==> src/rtl/result_serializer.sv <==
// Captures a packed vector of compressor column outputs on start and shifts it out
// LSB-first over a 1-bit valid/ready stream. Optional MISR signature under `RESULT_MISR_EN`.
module result_serializer #(
  parameter int              NDST = 17,
  parameter int              CNTW = 16,
  parameter logic [NDST-1:0] POLY = 17'h1_2001
) (
  input  logic            clk,
  input  logic            rst_n,
  input  logic [NDST-1:0] dst,
  input  logic            start,
  input  logic            clr,
  input  logic            out_ready,
  output logic            out_valid,
  output logic            out_bit,
  output logic            out_last,
  output logic            busy,
  output logic            overrun,
  output logic [CNTW-1:0] capture_cnt
`ifdef RESULT_MISR_EN
  ,
  output logic [NDST-1:0] sig
`endif
);

  localparam int IDXW = (NDST > 2) ? $clog2(NDST) : 1;

  // busy mirrors the FSM state: it is high exactly while in SHIFT.
  typedef enum logic {IDLE, SHIFT} state_t;

  state_t          state;
  logic [NDST-1:0] shreg;
  logic [IDXW-1:0] idx;

  // Stream handshake: a bit moves when out_valid && out_ready at posedge clk;
  // out_bit and out_last hold steady while out_valid && !out_ready.
  logic beat;
  logic last_beat;
  logic accept;

  assign beat      = out_valid && out_ready;
  assign last_beat = beat && (idx == IDXW'(NDST - 1));
  assign accept    = start && ((state == IDLE) || last_beat);

  always_ff @(posedge clk or negedge rst_n) begin
    if (!rst_n) begin
      state       <= IDLE;
      shreg       <= '0;
      idx         <= '0;
      out_valid   <= 1'b0;
      out_bit     <= 1'b0;
      out_last    <= 1'b0;
      busy        <= 1'b0;
      overrun     <= 1'b0;
      capture_cnt <= '0;
    end else begin
      if (accept) begin
        state     <= SHIFT;
        shreg     <= dst;
        idx       <= '0;
        out_valid <= 1'b1;
        out_bit   <= dst[0];
        out_last  <= 1'b0;
        busy      <= 1'b1;
      end else if (last_beat) begin
        state     <= IDLE;
        shreg     <= shreg >> 1;
        idx       <= '0;
        out_valid <= 1'b0;
        out_bit   <= 1'b0;
        out_last  <= 1'b0;
        busy      <= 1'b0;
      end else if (state == SHIFT && beat) begin
        shreg    <= shreg >> 1;
        idx      <= idx + 1'b1;
        out_bit  <= shreg[1];
        out_last <= (idx == IDXW'(NDST - 2));
      end

      // clr takes priority over a coincident overrun event.
      if (clr) begin
        overrun     <= 1'b0;
        capture_cnt <= accept ? CNTW'(1) : '0;
      end else begin
        if (start && !accept) overrun <= 1'b1;
        if (accept) capture_cnt <= capture_cnt + 1'b1;
      end
    end
  end

`ifdef RESULT_MISR_EN
  always_ff @(posedge clk or negedge rst_n) begin
    if (!rst_n) begin
      sig <= '0;
    end else if (accept) begin
      sig <= {sig[NDST-2:0], 1'b0} ^ (sig[NDST-1] ? POLY : '0) ^ dst;
    end
  end
`endif

endmodule

==> config.mk <==
export PLATFORM = sky130hd
export DESIGN_NAME = result_serializer
export DESIGN_NICKNAME = d
export VERILOG_FILES = /design/src/rtl/result_serializer.sv
export SDC_FILE = /design/constraint.sdc
export NUM_CORES = 1
export LEC_CHECK = 0
export BUFFER_PORTS_ARGS = -buffer_cell sky130_fd_sc_hd__buf_2
export CAP_MARGIN = 5
export CORE_MARGIN = 2
export CORE_UTILIZATION = 60
export DETAILED_ROUTE_END_ITERATION = 8
export GPL_TIMING_DRIVEN = 0
export PLACE_DENSITY_LB_ADDON = 0.3
export SYNTH_ARGS = -nofsm -noshare
export SYNTH_HDL_FRONTEND = slang
export SYNTH_SLANG_ARGS = --single-unit
export TNS_END_PERCENT = 50
==> constraint.sdc <==
create_clock -name clk -period 2.8 [get_ports clk]
set_input_delay 0.56 -clock clk [delete_from_list [all_inputs] [get_ports clk]]
set_output_delay 0.56 -clock clk [all_outputs]
set_load 0.01 [all_outputs]
Yosys cells after proc, flatten, opt, wreduce, memory -nomap -nowiden
Cells that the tools add are included.
- add/subtract/negate cells: 2
- $mul: 0
- div/mod/pow operators: 0
- order comparisons: 0
- equality and inequality tests: 2
- shift operators: 0
- multiplexer cells: 19
- bitwise logic cells: 1
- reductions and logical operators: 11
- operators by type and width (cell ; number):
    17-bit 2-to-1 mux ; 3
    16-bit 2-to-1 mux ; 2
    16-bit by 1-bit adder with 16-bit output (second input constant) ; 1
    5-bit 2-to-1 mux ; 3
    1-bit 2-to-1 mux ; 11
    2-bit nonzero test ; 3
    5-bit by 1-bit adder with 5-bit output (second input constant) ; 1
    5-bit by 4-bit == test with 1-bit output (second input constant) ; 1
    5-bit == test (second input constant) ; 1
    1-bit logical AND ; 5
    3-bit nonzero test ; 1
    1-bit zero test ; 1
    1-bit logical OR ; 1
    1-bit NOT ; 1
- bits in registers: 42
- latch bits: 0
- memory bits (writable): 0
- bits in read-only memories: 0
- memories kept: 0

Logic depth before layout (Yosys ltp)
Gate-level depths: netlist of run 1.
- depth in word-level cells: 8
- depth in mapped cells: 8
- gate-level depth less buffers: 7

Worst setup path after synthesis of run 1
OpenSTA, ideal clock, no wires.
- path type: in2reg
- start: in start
- end: reg capture_cnt[15]
- setup time: 78 ps
- arrival time: 1697 ps
- required time: 2722 ps
- setup slack: 1025 ps
- cell stages on the path: 5
- cell sequence: buf_6 > nand4_4 > or3_4 > or4_1 > a21oi_1
- longest elaborated chain between the ends: 2
- ends and longest elaborated chain (what ; line ; text):
    from (decl) ; 11 ; input logic start,
    1-bit logical AND ; 43 ; assign accept = start && ((state == IDLE) || last_beat);
    2-bit nonzero test (no source line) ; n/a ;
    to (signal assigned) ; 83 ; capture_cnt <= accept ? CNTW'(1) : '0;
    to (signal assigned) ; 86 ; if (accept) capture_cnt <= capture_cnt + 1'b1;
    to (decl) ; 19 ; output logic [CNTW-1:0] capture_cnt
Every way passes these cells.
A chain may end at the register's enable or synchronous reset.

Worst setup path after layout of run 1
- start: reg idx[0]
- end: reg capture_cnt[3]
- longest elaborated chain between the ends: 5
- ends and longest elaborated chain (what ; line ; text):
    from (decl) ; 33 ; logic [IDXW-1:0] idx;
    from (signal assigned) ; 75 ; idx <= idx + 1'b1;
    5-bit == test ; 42 ; assign last_beat = beat && (idx == IDXW'(NDST - 1));
    1-bit logical AND ; 42 ;
    1-bit logical OR ; 43 ;
    1-bit logical AND ; 43 ;
    2-bit nonzero test (no source line) ; n/a ;
Every way passes these cells.

==> impl_summary.md, run 1 <==
Outcome
The run finished with clean final reports.

Drt
In this run, the number of DRC markers left after iteration 0 of detailed routing was 145. For this run, design rule violations remaining after detail routing come to 0. The average routed wire per standard cell is around 16 um. The number of iterations in the first detailed-routing pass is 4. The aggregate routed wire length is roughly 5.5 mm. The remaining antenna violation count after routing is 0.

The per-cell via count in the routed design is 6.353. Summing over every cut layer, the via total after detailed routing is 2230.

Placement
The HPWL after detailed placement is 3.843 mm. The cell area reported after detailed placement is 2597 sq um. The number of placed instances with taps included is 343. The congestion estimate from routability-driven global placement came to about 0.86.

The setup slack after placement is between 0.6 and 0.7 ns. Input and output buffers added on the ports amount to 41.

Synthesis
The total number of yosys warnings is 0. The cell count after synthesis came out at about 250. The cell type with the highest aggregate area in the netlist is dfrtp_1.

The fraction of synthesized cell area taken by the top area cell type is 0.4399. Averaged over all synthesized cells, the footprint is 9.182 sq um. Counting flops with an async set or reset pin after synthesis yields a share of 1.000.

The most frequently used flop master after synthesis is dfrtp_1. The total nets after synthesis is 280. The most common cell in the synthesized netlist is nor3_1.

Counting instances in the post-synthesis netlist gives the leading cell types as nor3_1, dfrtp_1, o21a_1. The number of synthesized flops with an enable pin is 0. Of the synthesized area, sequential elements account for 0.4399.

The netlist uses 36 different library cells. Sorting the synthesized cells by area gives the leading types as dfrtp_1, nor3_1, o32ai_1, o21a_1, a21oi_1. After synthesis the cells add up to 2332 sq um. The register bit count reported by yosys is 41.

Worst setup path
The highest cell delay on the worst timing path is 0.40 ns. The destination of the critical timing path is capture_cnt[3]. Counting buffers and inverters, the worst setup path is 7 cells deep. In this run the critical register-to-register path is captured at capture_cnt[3]. The critical path starts at idx[0]. The worst register-to-register path begins at idx[0]. The required time at the endpoint of the critical path is 3.01 ns. The critical path buffer and inverter count is 2.

The kind of cell with the highest combined delay along the critical path is compound AO/OA/AOI/OAI gates. Of all nets on the critical path, the largest fanout is 10. The launching element type of the critical path is a register. For this design, the slowest cell found on the critical path is dfrtp_1. The data arrival at the endpoint of the critical path is roughly 2.3 ns. The worst register-to-register path has a setup slack of about 0.70 ns. STA classifies the critical path endpoint as a register. Walking the worst path, the cells encountered are inv_1, ha_1, and4bb_1, a21boi_2, clkbuf_1, o21ai_0, a21oi_1. The worst setup path is of the reg2reg kind. The count of cells along the worst register-to-register path is 7.

STA
For the pin with the worst max-slew slack, the measured transition is 0.8973 ns. Measured against its own limit, the worst slew margin works out to 0.4018. In the final timing run, aggregate negative setup slack is 0 ns. The hold violation count in the final report is 0. The maximum clock frequency is 0.4751 GHz. The time the final worst path needs with I/O delays and setup is 2.105 ns. The setup clock skew after layout is 0.01075 ns. The count of endpoints failing setup in the final report is 0. The number of slew-limit violations in the final report is 0.

Once routing completed, OpenROAD measured the worst setup slack at 0.6953 ns. Dividing the final minimum period by the clock period gives 0.7517. Setup repair after global routing left no endpoint under its margin.

Floorplan
The total number of placement rows is 22. The initial utilization of the core area, before any placement, comes to 0.6323. The die is 66.35 um wide. The vertical die dimension is 66.35 um. The placeable core area is 3689 sq um. The number of top-level pins is 43.

The die covers about 4400 sq um.

Global route
After global routing the overflow that remains totals 0. In the global route stage, overall resource usage came out at 0.2823. The initial antenna violation count was 0. The maximum number of pins on one net before global-route repair is 42. The first global-routing pass estimated 9.535 mm of wire. The via count of the first global-routing pass is approximately 2100.

Final layout
The multi-input combinational cells in the finished layout cover a total of 1192 sq um. With fillers left out, the area of the finished cells amounts to 2718 sq um. The repair_antennas step left the layout with diodes totalling 0.

The final net count is 328. Of the cells placed in the final design, the portion with a size suffix greater than 1 is 0.1881. The finished layout holds around 350 standard cells, fillers aside. The layout-stage area growth over the synthesis result is 16.52%. The area taken by flip-flops and latches is 1026 sq um. The filler cell count in the final layout is between 300 and 400.

Clock tree
In this run the number of H-tree levels came out at 2. TritonCTS built the clock tree. The tree is rooted in a clkbuf_8. After clock tree synthesis, the clock-pin slew on the worst setup and hold paths is 0.09 ns. Counting along the longest clock path gives a buffer depth of 2. The insertion delay to the later sink of the worst-skew pair is 0.30 ns. In this run, post-CTS repair resized a total of 0 instances. The CTS sink count is 41.

Buffers inserted to repair hold after CTS numbered 0. Post-CTS timing repair inserted 0 buffers for setup. Clock tree synthesis inserted a total of 5 buffers.

Pwr
The total leakage power is 1.106 nW. The peak ir drop on the vdd network is 0.0004468 V. The power density of the placed cells is 657.2 nW/um^2.

Run
Across the run, the number of max-cap violations was 0.

Min path
The path class of the tightest hold or removal check is in2async.
[cell type report]
class / count / area share
Clock inverter: 2 / 0.01381
Clock buffer: 6 / 0.03039
Sequential cell: 41 / 0.3775
Multi-Input combinational cell: 186 / 0.4388
Buffer: 21 / 0.03361
Timing Repair Buffer: 41 / 0.07551
Tap cell: 48 / 0.02210
Inverter: 6 / 0.008287
[stage by stage]
stage	power (mW)	utilization	hold slack [ns]
after floorplan	1.151	-	0.2644
after global placement	1.261	0.7042	0.4728
after detailed placement	1.292	0.7042	0.4917
after CTS	1.790	0.7368	0.4039
after global routing	1.885	0.7368	0.4571
final	1.786	0.7368	0.3736
[layer usage]
layer  global-route usage  wire length [um]  up-vias
met1               0.3751              2541     1096
met5                    0                 0        -
met4              0.09439                65        0
met2               0.4650              2719       57
li1                     -                 -     1071
met3              0.05111               196        6
[cell families (layout without fill, tap and decap cells)]
logic type	count (synthesis)	count (layout)	share of synthesized area
compound gates	71	71	0.2098
flops	41	41	0.4399
xor+xnor	2	2	0.007512
simple gates	106	106	0.2597
mux	3	3	0.01288
fa+ha+maj	4	4	0.02146
buf+inv	27	76	0.04882
[flip-flops by register name (all words and copies together) (netlist names)]
name,count
shreg,16
state,1
idx,5
out_bit,1
capture_cnt,16
out_last,1
overrun,1
[worst min-delay path by stage]
stage             start               to  cells past startpoint
6_report          rst_n  capture_cnt[14]                      1
5_1_grt           rst_n           idx[3]                      1
4_1_cts           rst_n  capture_cnt[13]                      1
3_5_place_dp   shreg[1]         shreg[1]                      1
3_3_place_gp   shreg[1]         shreg[1]                      1
2_1_floorplan     rst_n   capture_cnt[0]                      0
[power breakdown]
group / internal, mW / total (mW) / switching (mW)
clock network: 0.290 / 0.500 / 0.211
logic: 0.212 / 0.441 / 0.229
registers: 0.723 / 0.845 / 0.122
[placed cells by master (no fill, tap or decap), types with 7 or more instances in the layout]
cell type   n
nor3_1     46
buf_2      42
dfrtp_1    41
o21a_1     16
clkbuf_1   15
a21oi_1    15
o32ai_1    15
nand2_1    14
o21ai_0    11
o31ai_1     9
or4_1       8
or3_1       7
Power figures use the tool's default switching activity.
==> inputs of run 2 (changes only) <==
CORE_UTILIZATION = 55   (was 60)
clock period = 2.1 ns   (was 2.8 ns; I/O delays follow)
==> run 2 against run 1 <==
Net effect:
- sequential cell count stayed put
- cell count is 0.28% higher
- clock power is 6.0% higher
- sequential share of layout area is 0.40 points higher
- wire length is 1.6% lower
- worst setup slack worse by 0.59 ns
- hold slack worse by 0.12 ns
- design area is 1.1% lower
- highest routed layer unchanged
==> impl_summary.md, run 2 (synthesized netlist as in run 1, its figures left out) <==
Clock tree
The master cell of the clock root buffer is clkbuf_8. The clock-pin transition on the worst setup and hold timing paths is 0.08 ns (about the same). The number of buffers created by CTS is 5 (unchanged). The insertion delay to the later sink of the worst-skew pair is 0.30 ns (about the same). The count of H-tree levels built during CTS is 2 (unchanged). The TritonCTS clock tree is built. The CTS sink count came to 41 (unchanged). The buffer levels on the longest clock path is 2 (unchanged). The count of buffers added by post-CTS timing repair for setup is 0 (unchanged).

STA
The headroom to the max-slew limit is 0.3890 (-0.01283). The time the final worst path needs with I/O delays and setup is 1.995 ns (-0.1102 ns). The total negative slack is 0 ns (unchanged). The maximum clock frequency is 0.5014 GHz (+5.5%).

The worst hold slack was 0.2502 ns (-0.1234 ns). The ratio of final minimum period to clock period is 0.9498 (+0.1981). The transition time at the pin with the least slew margin came to 0.9165 ns (+0.01924 ns).

The setup clock skew after layout is 0.009038 ns (-0.001712 ns). The count of endpoints failing setup in the final report is 0 (unchanged). Setup repair after global routing could not meet its margin everywhere. The number of slew-limit violations in the final report is 0 (unchanged).

The hold violation count in the final report is 0 (unchanged).

Floorplan
The vertical die dimension is 69.12 um (+4.2%). The die boundary width is 69.12 um (+4.2%). The total number of placement rows came to 23 (+4.5%). The starting density of the core is 0.5789 (-0.05341). The number of top-level pins is 43 (unchanged). The die area is 4778 sq um (+8.5%). The placeable core area is 4029 sq um (+9.2%).

Drt
The aggregate routed wire length is 5.433 mm (-1.6%). The number of remaining DRC errors is 0 (unchanged). The initial DRC count is 216 (+49%).

The number of iterations in the first detailed-routing pass is 4 (unchanged). The per-cell via count in the routed design is 6.233 (-1.9%). The remaining antenna violation count after routing is 0 (unchanged). The average routed wire per standard cell is 15.43 um (-1.9%). The via total after detailed routing is 2194 (-1.6%).

Final layout
The count of inserted antenna diode cells is 0 (unchanged). The filler cell count in the final layout is 351 (+13%). Relative to the synthesized area, the layout overhead comes to 15.29%.

The largest registers in the layout are capture_cnt x16, shreg x16, idx x5. The fraction of final layout cells with drive strength greater than 1 was 0.1887 (+0.0006229). The area taken by flip-flops and latches is 1026 sq um (unchanged). In the layout the commonest cells are nor3_1, buf_2, dfrtp_1. The multi-input combinational cell area is 1192 sq um (unchanged). The final net count is 328 (unchanged). The most common cell after layout, fill and taps aside is nor3_1.

Pwr
The switching power as a share of total power is 0.3256 (+0.01134). The clock network fraction of design power came to 0.237 (-0.043). The peak ir drop on the vdd network is 0.0004415 V (-1.2%). The total leakage power is 1.099 nW (-0.69%). The internal power summed over all cells is 1.509 mW (+23%).

The power density of the placed cells is 832.3 nW/um^2 (+27%). The total design power is 2.238 mW (+25%). The sequential group share of total power came to 0.503 (+0.030). The proportion of power drawn by combinational gates is 0.260 (+0.013). The power dissipated by switching net loads is 0.7288 mW (+30%).

Global route
The wire length of the first global-routing pass is 9.039 mm (-5.2%). The aggregate global-route resource usage came to 0.2301 (-0.05222). The maximum number of pins on one net before global-route repair is 42 (unchanged). The global-route congestion overflow total was 0 (unchanged).

The via count of the first global-routing pass came to 1977 (-6.4%). The initial antenna violation count came to 0 (unchanged).

Worst setup path
The endpoint type of the worst setup path is a register. STA classifies the critical path startpoint as a register. The data arrival at the endpoint of the critical path is 2.22 ns (-0.10 ns).

The required time at the endpoint of the critical path is 2.32 ns (-0.69 ns). The source of the critical timing path is idx[0]. The peak fanout along the critical path is 10 (unchanged). The register-to-register setup slack is 0.11 ns (-0.59 ns). The worst setup path is of the reg2reg kind. The worst register-to-register path begins at idx[0].

Placement
The count of buffers inserted at the top-level ports is 41 (unchanged). The HPWL after detailed placement is 3.753 mm (-2.3%). The routability-driven placement congestion ratio is 0.8080 (-5.8%).

Run
The count of max-cap constraint violations is 0 (unchanged).

Outcome
The flow ran to the end, and the final reports show no timing, DRC or antenna violations.

Min path
The class of the worst hold path is in2async.
run 2: final timing paths:
path / end / cells past startpoint
max: capture_cnt[10] / 8
min: capture_cnt[12] / 1
max reg2reg: capture_cnt[10] / 8
min reg2reg: shreg[1] / 1
max in group asynchronous: capture_cnt[5] / 1
min in group clk: shreg[16] / 2
run 2: power groups by stage:
stage	Sequential, mW	Combinational (mW)	Clock [mW]
after global placement	1.12	0.563	0
after CTS	1.12	0.583	0.540
after floorplan	1.10	0.436	0
after global routing	1.15	0.660	0.575
after detailed placement	1.13	0.581	0
final	1.13	0.583	0.530
run 2: metal layers:
metal  vias to the layer above  share of wire  track usage
met5                         -              0            0
met2                        68           0.47       0.3654
met4                         0          0.017      0.09150
li1                       1063              -            -
met3                        12          0.043      0.04240
met1                      1051           0.47       0.3121
run 2: through the flow:
| stage | util | setup WS (ns) | std cells | instance area [sq um] |
|---|---|---|---|---|
| CTS | 0.6668 | 0.03402 | 352 | 2686 |
| floorplan | - | 0.3728 | 254 | 2332 |
| global route | 0.6674 | -0.01848 | 352 | 2689 |
| finish | 0.6674 | 0.1054 | 352 | 2689 |
| detailed placement | 0.6453 | 0.01600 | 345 | 2600 |
| global placement | 0.6453 | 0.07074 | 345 | 2600 |
run 2: worst max-delay path, cell delays in order (launching register included):
cell and delay (ns):
dfrtp_1 0.42, inv_1 0.09, ha_1 0.18, nand4bb_1 0.09
buf_2 0.18, o21a_1 0.22, clkbuf_1 0.21, or3_1 0.38
a21oi_1 0.15
run 2: layout make-up:
cell class,instances,share of cell area
repair buffers,41,0.07631
plain buffers,21,0.03490
well taps,50,0.02327
clock buffers,7,0.03211
inverters,6,0.008376
multi-input cells,186,0.4435
flip-flops and latches,41,0.3816
run 2: repair_timing:
action                                  in CTS  in global routing
gates resized for setup                      0                  4
endpoints found under the setup margin       0                 22
hold buffers                                 0                  0
